### config.mk
export PLATFORM = sky130hd
export DESIGN_NAME = uart_cmd_bridge_flat
export DESIGN_NICKNAME = d
export VERILOG_FILES = /design/src/rtl/uart_bridge_pkg.sv /design/src/rtl/uart_cmd_bridge_if.sv /design/src/rtl/uart_resp_ser.sv /design/src/rtl/uart_cmd_bridge.sv /design/src/flat_wrapper.sv
export SDC_FILE = /design/constraint.sdc
export NUM_CORES = 1
export LEC_CHECK = 0
export ABC_AREA = 1
export BUFFER_PORTS_ARGS = -buffer_cell sky130_fd_sc_hd__clkbuf_2
export CAP_MARGIN = 40
export CORE_AREA = 2 2 94 96
export DETAILED_ROUTE_END_ITERATION = 12
export DIE_AREA = 0 0 96 98
export GPL_TIMING_DRIVEN = 0
export PLACE_DENSITY = 0.75
export SYNTH_ARGS = -nofsm -noshare
export SYNTH_HDL_FRONTEND = slang
export SYNTH_HIERARCHICAL = 1
export SYNTH_SLANG_ARGS = --single-unit
export TNS_END_PERCENT = 10
### constraint.sdc
create_clock -name clk -period 2 [get_ports clk]
set_clock_uncertainty 0.1 [all_clocks]
set_input_delay 0.2 -clock clk [delete_from_list [all_inputs] [get_ports clk]]
set_output_delay 0.2 -clock clk [all_outputs]
set_load 0.01 [all_outputs]
### src/rtl/uart_bridge_pkg.sv
// uart_bridge_pkg: opcode/reply bytes, reply lengths and FSM encodings for uart_cmd_bridge
package uart_bridge_pkg;
  localparam logic [7:0] OP_RD   = 8'h52;
  localparam logic [7:0] OP_WR   = 8'h57;
  localparam logic [7:0] RSP_OK  = 8'h4B;
  localparam logic [7:0] RSP_BAD = 8'h3F;
  localparam logic [2:0] LEN_RD  = 3'd4;
  localparam logic [2:0] LEN_WR  = 3'd1;
  localparam logic [2:0] LEN_BAD = 3'd1;
  typedef enum logic [2:0] {ST_IDLE, ST_ADDR, ST_DATA, ST_BUS, ST_RESP} state_t;
  typedef enum logic [1:0] {SER_IDLE, SER_PULSE, SER_GAP, SER_WAIT} ser_t;
endpackage

### src/rtl/uart_cmd_bridge_if.sv
// uart_cmd_bridge_if: UART byte side, req/ack bus and busy flag of the command bridge
// master: the bridge (drives tx_*, bus_* requests, busy); slave: UART + bus + host side
interface uart_cmd_bridge_if #(parameter int AW = 16);
  logic rx_valid;
  logic [7:0] rx_byte;
  logic rx_error;
  logic tx_start;
  logic [7:0] tx_byte;
  logic tx_busy;
  logic bus_req;
  logic bus_we;
  logic [AW-1:0] bus_addr;
  logic [31:0] bus_wdata;
  logic [31:0] bus_rdata;
  logic bus_ack;
  logic busy;
  modport master (
    input rx_valid, rx_byte, rx_error, tx_busy, bus_rdata, bus_ack,
    output tx_start, tx_byte, bus_req, bus_we, bus_addr, bus_wdata, busy
  );
  modport slave (
    output rx_valid, rx_byte, rx_error, tx_busy, bus_rdata, bus_ack,
    input tx_start, tx_byte, bus_req, bus_we, bus_addr, bus_wdata, busy
  );
endinterface

### src/rtl/uart_resp_ser.sv
// uart_resp_ser: shifts out up to 4 reply bytes MSB first through the UART transmitter
// ports: clk, rst, load/data/len (start a reply, data left-aligned), tx_busy in,
//        tx_start/tx_byte out, done (1-cycle pulse as the last byte completes)
module uart_resp_ser
  import uart_bridge_pkg::*;
(
  input  logic        clk,
  input  logic        rst,
  input  logic        load,
  input  logic [31:0] data,
  input  logic [2:0]  len,
  input  logic        tx_busy,
  output logic        tx_start,
  output logic [7:0]  tx_byte,
  output logic        done
);
  ser_t state, next;
  logic [31:0] sh;
  logic [2:0] cnt;
  always_ff @(posedge clk)
    if (rst) begin
      state <= SER_IDLE;
      sh <= '0;
      cnt <= '0;
    end else begin
      state <= next;
      if (load) begin
        sh <= data;
        cnt <= len;
      end else if (state == SER_WAIT && !tx_busy) begin
        sh <= {sh[23:0], 8'h00};
        cnt <= cnt - 3'd1;
      end
    end
  // GAP skips one cycle because the UART raises tx_busy a cycle after tx_start
  always_comb begin
    next = state;
    tx_start = 1'b0;
    done = 1'b0;
    case (state)
      SER_IDLE: next = load ? SER_PULSE : SER_IDLE;
      SER_PULSE: begin
        tx_start = !tx_busy;
        next = tx_busy ? SER_PULSE : SER_GAP;
      end
      SER_GAP: next = SER_WAIT;
      SER_WAIT: begin
        done = !tx_busy && cnt == 3'd1;
        next = tx_busy ? SER_WAIT : (cnt == 3'd1 ? SER_IDLE : SER_PULSE);
      end
      default: next = SER_IDLE;
    endcase
  end
  assign tx_byte = sh[31:24];
endmodule

### src/rtl/uart_cmd_bridge.sv
// uart_cmd_bridge: parses 'R'/'W' UART command frames into single-word bus accesses and replies
// ports: clk, rst (sync, active-high), io (uart_cmd_bridge_if.master: rx/tx bytes, req/ack bus, busy)
// UART_BRIDGE_TIMEOUT_EN: when defined, a partial frame idle for TIMEOUT_CYC cycles is dropped
module uart_cmd_bridge
  import uart_bridge_pkg::*;
#(
  parameter int AW = 16,
  parameter int TIMEOUT_CYC = 2000000
) (
  input logic clk,
  input logic rst,
  uart_cmd_bridge_if.master io
);
  localparam int NB = AW / 8;
  if (TIMEOUT_CYC < 2) begin : g_bad_timeout
    $error("TIMEOUT_CYC must be at least 2");
  end
  state_t state, next;
  logic [3:0] cnt;
  logic op_wr;
  logic [AW-1:0] addr;
  logic [31:0] wdata;
  logic take, tmo, load, done;
  logic [31:0] load_data;
  logic [2:0] load_len;
  assign take = io.rx_valid && !io.rx_error && (state == ST_ADDR || state == ST_DATA);
`ifdef UART_BRIDGE_TIMEOUT_EN
  localparam int GW = $clog2(TIMEOUT_CYC);
  logic [GW-1:0] gap;
  logic in_frame;
  assign in_frame = state == ST_ADDR || state == ST_DATA;
  always_ff @(posedge clk)
    gap <= (rst || io.rx_valid || !in_frame) ? '0 : gap + GW'(1);
  assign tmo = in_frame && !io.rx_valid && gap == GW'(TIMEOUT_CYC - 1);
`else
  assign tmo = 1'b0;
`endif
  always_ff @(posedge clk)
    if (rst) begin
      state <= ST_IDLE;
      cnt <= '0;
      op_wr <= 1'b0;
      addr <= '0;
      wdata <= '0;
    end else begin
      state <= next;
      cnt <= (next != state) ? '0 : cnt + 4'(take);
      if (state == ST_IDLE && io.rx_valid && !io.rx_error) op_wr <= io.rx_byte == OP_WR;
      if (take && state == ST_ADDR) addr <= AW'({addr, io.rx_byte});
      if (take && state == ST_DATA) wdata <= 32'({wdata, io.rx_byte});
    end
  // rx_error beats rx_valid everywhere a frame is being collected; BUS/RESP ignore rx entirely
  always_comb begin
    next = state;
    load = 1'b0;
    load_data = '0;
    load_len = '0;
    case (state)
      ST_IDLE:
        if (io.rx_valid && !io.rx_error) begin
          if (io.rx_byte == OP_RD || io.rx_byte == OP_WR) next = ST_ADDR;
          else begin
            next = ST_RESP;
            load = 1'b1;
            load_data = {RSP_BAD, 24'h0};
            load_len = LEN_BAD;
          end
        end
      ST_ADDR: next = (io.rx_error || tmo) ? ST_IDLE :
                      (take && cnt == 4'(NB - 1)) ? (op_wr ? ST_DATA : ST_BUS) : ST_ADDR;
      ST_DATA: next = (io.rx_error || tmo) ? ST_IDLE : (take && cnt == 4'd3) ? ST_BUS : ST_DATA;
      ST_BUS:
        if (io.bus_ack) begin
          next = ST_RESP;
          load = 1'b1;
          load_data = op_wr ? {RSP_OK, 24'h0} : io.bus_rdata;
          load_len = op_wr ? LEN_WR : LEN_RD;
        end
      ST_RESP: next = done ? ST_IDLE : ST_RESP;
      default: next = ST_IDLE;
    endcase
  end
  uart_resp_ser u_ser (
    .clk(clk),
    .rst(rst),
    .load(load),
    .data(load_data),
    .len(load_len),
    .tx_busy(io.tx_busy),
    .tx_start(io.tx_start),
    .tx_byte(io.tx_byte),
    .done(done)
  );
  assign io.bus_req = state == ST_BUS;
  assign io.bus_we = op_wr;
  assign io.bus_addr = addr;
  assign io.bus_wdata = wdata;
  assign io.busy = state != ST_IDLE;
endmodule
### src/flat_wrapper.sv
// flat-port wrapper written by rule: the top's interface ports become plain ports
module uart_cmd_bridge_flat import uart_bridge_pkg::*;
#(
  parameter int AW = 16,
  parameter int TIMEOUT_CYC = 2000000
)
  (clk, rst, io_rx_valid, io_rx_byte, io_rx_error, io_tx_busy, io_bus_rdata, io_bus_ack, io_tx_start, io_tx_byte, io_bus_req, io_bus_we, io_bus_addr, io_bus_wdata, io_busy);
  uart_cmd_bridge_if #(.AW(AW)) io_i ();
  input logic clk;
  input logic rst;
  input wire logic [$bits(io_i.rx_valid)-1:0] io_rx_valid;
  input wire logic [$bits(io_i.rx_byte)-1:0] io_rx_byte;
  input wire logic [$bits(io_i.rx_error)-1:0] io_rx_error;
  input wire logic [$bits(io_i.tx_busy)-1:0] io_tx_busy;
  input wire logic [$bits(io_i.bus_rdata)-1:0] io_bus_rdata;
  input wire logic [$bits(io_i.bus_ack)-1:0] io_bus_ack;
  output wire logic [$bits(io_i.tx_start)-1:0] io_tx_start;
  output wire logic [$bits(io_i.tx_byte)-1:0] io_tx_byte;
  output wire logic [$bits(io_i.bus_req)-1:0] io_bus_req;
  output wire logic [$bits(io_i.bus_we)-1:0] io_bus_we;
  output wire logic [$bits(io_i.bus_addr)-1:0] io_bus_addr;
  output wire logic [$bits(io_i.bus_wdata)-1:0] io_bus_wdata;
  output wire logic [$bits(io_i.busy)-1:0] io_busy;
  assign io_i.rx_valid = io_rx_valid;
  assign io_i.rx_byte = io_rx_byte;
  assign io_i.rx_error = io_rx_error;
  assign io_i.tx_busy = io_tx_busy;
  assign io_i.bus_rdata = io_bus_rdata;
  assign io_i.bus_ack = io_bus_ack;
  assign io_tx_start = io_i.tx_start;
  assign io_tx_byte = io_i.tx_byte;
  assign io_bus_req = io_i.bus_req;
  assign io_bus_we = io_i.bus_we;
  assign io_bus_addr = io_i.bus_addr;
  assign io_bus_wdata = io_i.bus_wdata;
  assign io_busy = io_i.busy;
  uart_cmd_bridge #(.AW(AW), .TIMEOUT_CYC(TIMEOUT_CYC)) u_core (.clk(clk), .rst(rst), .io(io_i));
endmodule
### Yosys cells after proc, flatten, opt, wreduce, memory -nomap -nowiden

Cells that the tools add are included.

| word-level totals | value |
|---|---|
| register bits after elaboration | 93 |
| word-level logic and storage cells | 77 |

| cells by class | value |
|---|---|
| add/sub/neg operators | 2 |
| eq/ne operators | 13 |
| muxes and demuxes | 35 |
| reductions and logical operators | 19 |

Operators by type and width:

| cell | count |
|---|---|
| 2-to-1 mux 32 bit | 5 |
| one-hot mux 32 bit (2 select lines) | 1 |
| 2-to-1 mux 3 bit | 12 |
| 2-to-1 mux 30 bit | 1 |
| == test 8 x 7 -> 1 bit, second input constant | 2 |
| one-hot mux 3 bit (5 select lines) | 1 |
| logical AND 1 bit | 10 |
| 2-to-1 mux 1 bit | 10 |
| one-hot mux 2 bit (4 select lines) | 1 |
| == test 3 x 1 -> 1 bit, second input constant | 2 |
| == test 3 x 2 -> 1 bit, second input constant | 2 |
| one-hot mux 3 bit (2 select lines) | 1 |
| adder 4 x 1 -> 4 bit | 1 |
| == test 2 bit, second input constant | 2 |
| == test 4 x 1 -> 1 bit, second input constant | 1 |
| == test 4 x 2 -> 1 bit, second input constant | 1 |
| 2-to-1 mux 2 bit | 2 |
| == test 3 bit, second input constant | 1 |
| zero test 3 bit | 1 |
| inequality test 3 bit | 1 |
| nonzero test 3 bit | 1 |
| subtractor 3 x 1 -> 3 bit, second input constant | 1 |
| == test 2 x 1 -> 1 bit, second input constant | 1 |
| zero test 1 bit | 2 |
| 5 further kinds | 6 |

### Logic depth before layout (Yosys ltp)

| logic depth | value |
|---|---|
| depth after elaboration | 9 |
| mapped depth | 12 |
| gate-level depth less buffers | 12 |

### By module

The synthesis kept the hierarchy.

By module, submodules not included:

| module | times used | cells an instance | area an instance (sq um) | sequential area each (sq um) |
|---|---|---|---|---|
| uart_cmd_bridge | 1 | 365 | 2,531.2 | 1,121.1 |
| uart_resp_ser | 1 | 276 | 1,829.3 | 740.7 |

### Worst setup path before layout

Ideal clock, no wire load.

| timing | value |
|---|---|
| path kind | reg2reg |
| start | register u_core.state[2] |
| end | register u_core.u_ser.sh[15] |
| library setup time | 0.132 ns |
| arrival | 1.421 ns |
| setup slack | 0.346 ns |
| stages on the path, launching flop included | 11 |
| buffers on the path | 2 |
| period minus slack after synthesis | 1.654 ns |
| path through | dfxtp_1 -> nor2_2 -> nand2_2 -> nor2_4 -> nand2_2 -> nand2_2 -> inv_2 -> buf_4 -> buf_2 -> nand3_1 -> a21oi_1 |

| on the way | value |
|---|---|
| word-level cells in the longest chain between the ends | 3 |

RTL lines:

| what | line | RTL |
|---|---|---|
| start, declared | uart_cmd_bridge.sv:18 | `state_t state, next;` |
| start signal, assigned | uart_cmd_bridge.sv:46 | `state <= next;` |
| == test 3 x 2 -> 1 bit / zero test 3 bit (equally long branches) | uart_cmd_bridge.sv:58 | `case (state)` |
| one-hot mux 1 bit (2 select lines) * | uart_cmd_bridge.sv:58 |  |
| net u_core.load | uart_cmd_bridge.sv:23 | `logic take, tmo, load, done;` |
| 2-to-1 mux 32 bit / nonzero test 2 bit (equally long branches) | n/a |  |
| end signal, assigned | uart_resp_ser.sv:28 | `sh <= data;` |
| end signal, assigned | uart_resp_ser.sv:31 | `sh <= {sh[23:0], 8'h00};` |
| end, declared | uart_resp_ser.sv:18 | `logic [31:0] sh;` |

Mark *: on every way through the listed nets, which the timed path passes. The rest lies on a longest branch.
A chain may end at the register's enable or synchronous reset.

### Final worst setup path

| timing | value |
|---|---|
| start | register u_core.state[2] |
| end | register u_core.u_ser.sh[13] |

| on the way | value |
|---|---|
| word-level cells in the longest chain between the ends | 3 |

RTL lines:

| what | line | RTL |
|---|---|---|
| == test 3 x 2 -> 1 bit / zero test 3 bit (equally long branches) | uart_cmd_bridge.sv:58 |  |
| one-hot mux 32 bit (2 select lines) * | uart_cmd_bridge.sv:58 |  |
| net u_core.load_data[13] | uart_cmd_bridge.sv:24 | `logic [31:0] load_data;` |
| 2-to-1 mux 32 bit * | uart_resp_ser.sv:27 | `if (load) begin` |

Marks and branches as above.

==> metrics.yaml <==
grt:
  grt.total_usage_pct: 23.6
  grt-busiest-layer: "met2"
  grt_pass1_wl_um: 17800
  antenna_found_initial: 0
  grt_pass1_vias: 3911
  overflow: 0
  grt_max_degree: 18
  met3_usage_pct: 3.24
  grtUsageMet2_pct: 37.2
  use_met1_pct: 33.2
setup_path:
  critPathLaunchType: "flop"
  reg2reg_to: "u_core/u_ser/sh[13]"
  r2r_slack_ns: 0.14
  crit_arrival_ns: 2.04
  r2r-start: "u_core/state[2]"
  crit_required_ns: 2.18
  crit_type: "reg -> reg"
  critPathLaunch: "u_core/state[2]"
  endpoint: "u_core/u_ser/sh[13]"
  cp_max_fo: 10
  r2r_cells: 12
  cp-end-kind: "flop"
final_layout:
  drive_above_1_share_pct: 24.1
  area_delta_synth_final_pct: 21.0
  antenna_cells: 0
  fin_nets: 813
logic_synthesis:
  synth_top_area_cell: "dfxtp_1"
  synth-main-ff-cell: "dfxtp_1"
  synth_edf_count: 0
  synth-seq-cells: 93
  yosys_warnings: 6
  seq_area_frac_synth_pct: 42.7
  synth.avg_cell_area_um2: 6.80
  synth_area_um2: 4360
  ys_types: 28
  synth_top_area_share_pct: 42.7
  synthesis.instances: 641
  synthesis.nets: 691
  synth_area_leaders: "dfxtp_1 (43%), nand2_1 (17%), nor2_1 (8.4%)"
  async_reset_ff_share_pct: 0
route:
  vias_per_cell: 4.93
  drt_pass1_iterations: 4
  wl_per_cell_um: 12.3
  ant_nets: 0
  route.detailed.drc: 0
  first_iter_violations: 215
  routed_wl_um: 10800
  route.vias.total: 4321
timing:
  finalSetupTns_ns: 0
  finalSetupViolCount: 0
  fin_ws_ns: 0.138
  tightest_slew_ns: 0.554
  fin_crit_sh_pct: 93.1
  finalHoldViolCount: 0
  slew_headroom_pct: 63.0
  drv_slew: 0
  min_period_ns: 1.86
  fmax_mhz: 537
  hold_ws_ns: 0.0349
cts:
  tritoncts: "built"
  clock_path_buffers: 2
  cts_sinks: 93
  insertion_delay_ns: 0.36
  cts-root-buf: "clkbuf_8"
  htreeDepth: 3
  clkTransAtPathRegs_ns: 0.10
  cts_made_buffers: 9
pwr:
  leakagePower_nw: 2.53
  ir_drop_mv: 0.440
  switching_share_pct: 27.1
  p_seq_share_pct: 55.5
  combinationalPowerShare_pct: 10.2
  p_per_area_nw_per_um2: 649
  clockPowerShare_pct: 34.3
  p_int_mw: 2.50
  switchingPower_uw: 929
run_status:
  status: "finished, final reports clean"
floorplanning:
  ios: 106
  die_x_um: 96
  start_util_pct: 51.5
  rows: 34
  die_y_um: 98
  coreArea_um2: 8470
  dieArea_um2: 9410
placed_design:
  place_ws_ns: 0.0757
  port_buffers: 104
  dp_hpwl_um: 8160
  place_congestion: 0.931
hold_path:
  hold_path_class: "in -> reg"
flow_run:
  cap_violations: 0
-- worst max-delay path, cell delays in order, from the launching register on --
cell and delay (ns):
dfxtp_2 0.37, inv_2 0.08, nand2_2 0.08, nor2_4 0.15
nand2_4 0.11, nor2_4 0.16, inv_2 0.09, buf_2 0.19
nor2_1 0.10, nand2_1 0.06, nand2_1 0.10, nand2_1 0.08
a21oi_1 0.14
-- cell families (layout without fill, tap and decap cells) --
group	Yosys count	count (layout)	share of synthesized area [%]
simple gates	362	362	35.4
other cells	1	1	0.0860
fa+ha+maj	4	4	1.15
buf+inv	99	226	10.2
xor+xnor	3	3	0.603
compound gates	79	79	9.90
flops	93	93	42.7
-- power by group through the flow --
stage	clock [mW]	combinational, mW	sequential (mW)
4_1_cts	1.21	0.344	1.90
5_1_grt	1.29	0.390	1.91
3_5_place_dp	0	0.335	1.94
6_report	1.18	0.348	1.90
3_3_place_gp	0	0.326	1.94
2_1_floorplan	0	0.216	1.94
-- cell usage in the layout, fill, tap and decap left out, drive strengths merged --
cell type	synthesis	layout
xnor2	1	1
nand3b	11	11
nand3	34	34
dlygate4sd3	0	5
xor2	2	2
o21ai	6	6
a41oi	1	1
a211oi	11	11
nand2	205	205
o211ai	1	1
clkinv	0	1
conb	1	1
buf	31	30
a21oi	58	58
nor3	3	3
clkbuf	11	128
nor2	108	108
nand4	1	1
dfxtp	93	93
clkinvlp	0	1
a31oi	2	2
ha	4	4
inv	57	61
-- final cells by class --
cell class | instances | area (um^2)
buffer | 42 | 236
clock buffer | 10 | 128
clock inverter | 6 | 52.6
fill | 838 | 3190
inverter | 57 | 214
multi-input combinational | 449 | 2060
sequential | 93 | 1860
tap | 108 | 135
timing repair buffer | 111 | 586
-- per-layer routing --
metal,up-vias,wire [um]
li1,2233,-
met1,1968,5040
met2,111,5010
met3,9,576
met4,0,130
met5,-,0
-- Yosys cell counts, types with 2 or more instances --
library cell  count
inv_2             7
o21ai_0           6
nand2_2           9
nor3_1            3
a21oi_1          58
xor2_1            2
a31oi_1           2
dfxtp_1          93
buf_2            18
clkbuf_1         11
inv_1            50
a211oi_1         11
nor2_2            7
nand2_1         195
buf_4            13
nand3b_1         11
nor2_4            4
ha_1              4
nand3_1          32
nor2_1           97
-- stage by stage --
step	instances	utilization (%)	total power, mW	area, um^2
2_1_floorplan	641	-	2.15	4360
3_3_place_gp	853	59.3	2.27	5020
3_5_place_dp	853	59.3	2.28	5020
4_1_cts	874	62.0	3.45	5250
5_1_grt	876	62.3	3.58	5280
6_report	876	62.3	3.43	5280
-- how the worst min path moves through the flow --
| stage | startpoint | to | slack, ns | depth (start not counted) |
|---|---|---|---|---|
| 2_1_floorplan | io_rx_byte[6] | u_core/io.bus_wdata[6] | 0.25 | 2 |
| 6_report | io_bus_rdata[3] | u_core/u_ser/sh[3] | 0.03 | 5 |
| 4_1_cts | io_rx_byte[6] | u_core/io.bus_wdata[6] | 0.02 | 3 |
| 3_3_place_gp | u_core/io.bus_wdata[30] | u_core/io.bus_wdata[30] | 0.35 | 2 |
| 3_5_place_dp | u_core/io.bus_addr[10] | u_core/io.bus_addr[10] | 0.35 | 2 |
| 5_1_grt | io_rx_byte[6] | u_core/io.bus_wdata[6] | 0.03 | 3 |
-- state kept, by name (all words and copies together) (netlist names) --
register,cells
u_core/u_ser/sh,32
u_core/io.bus_addr,16
u_core/state,3
u_core/io.bus_we,1
u_core/u_ser/cnt,3
u_core/io.bus_wdata,32
u_core/u_ser/state,2
u_core/cnt,4
-- repair_timing --
action                                  CTS  global route
gates resized for setup                   0             6
endpoints found under the setup margin    0            17
buffers inserted                          0             2
hold buffers                              5             0
endpoints found under the hold margin     4             0
Power figures use the tool's default switching activity.
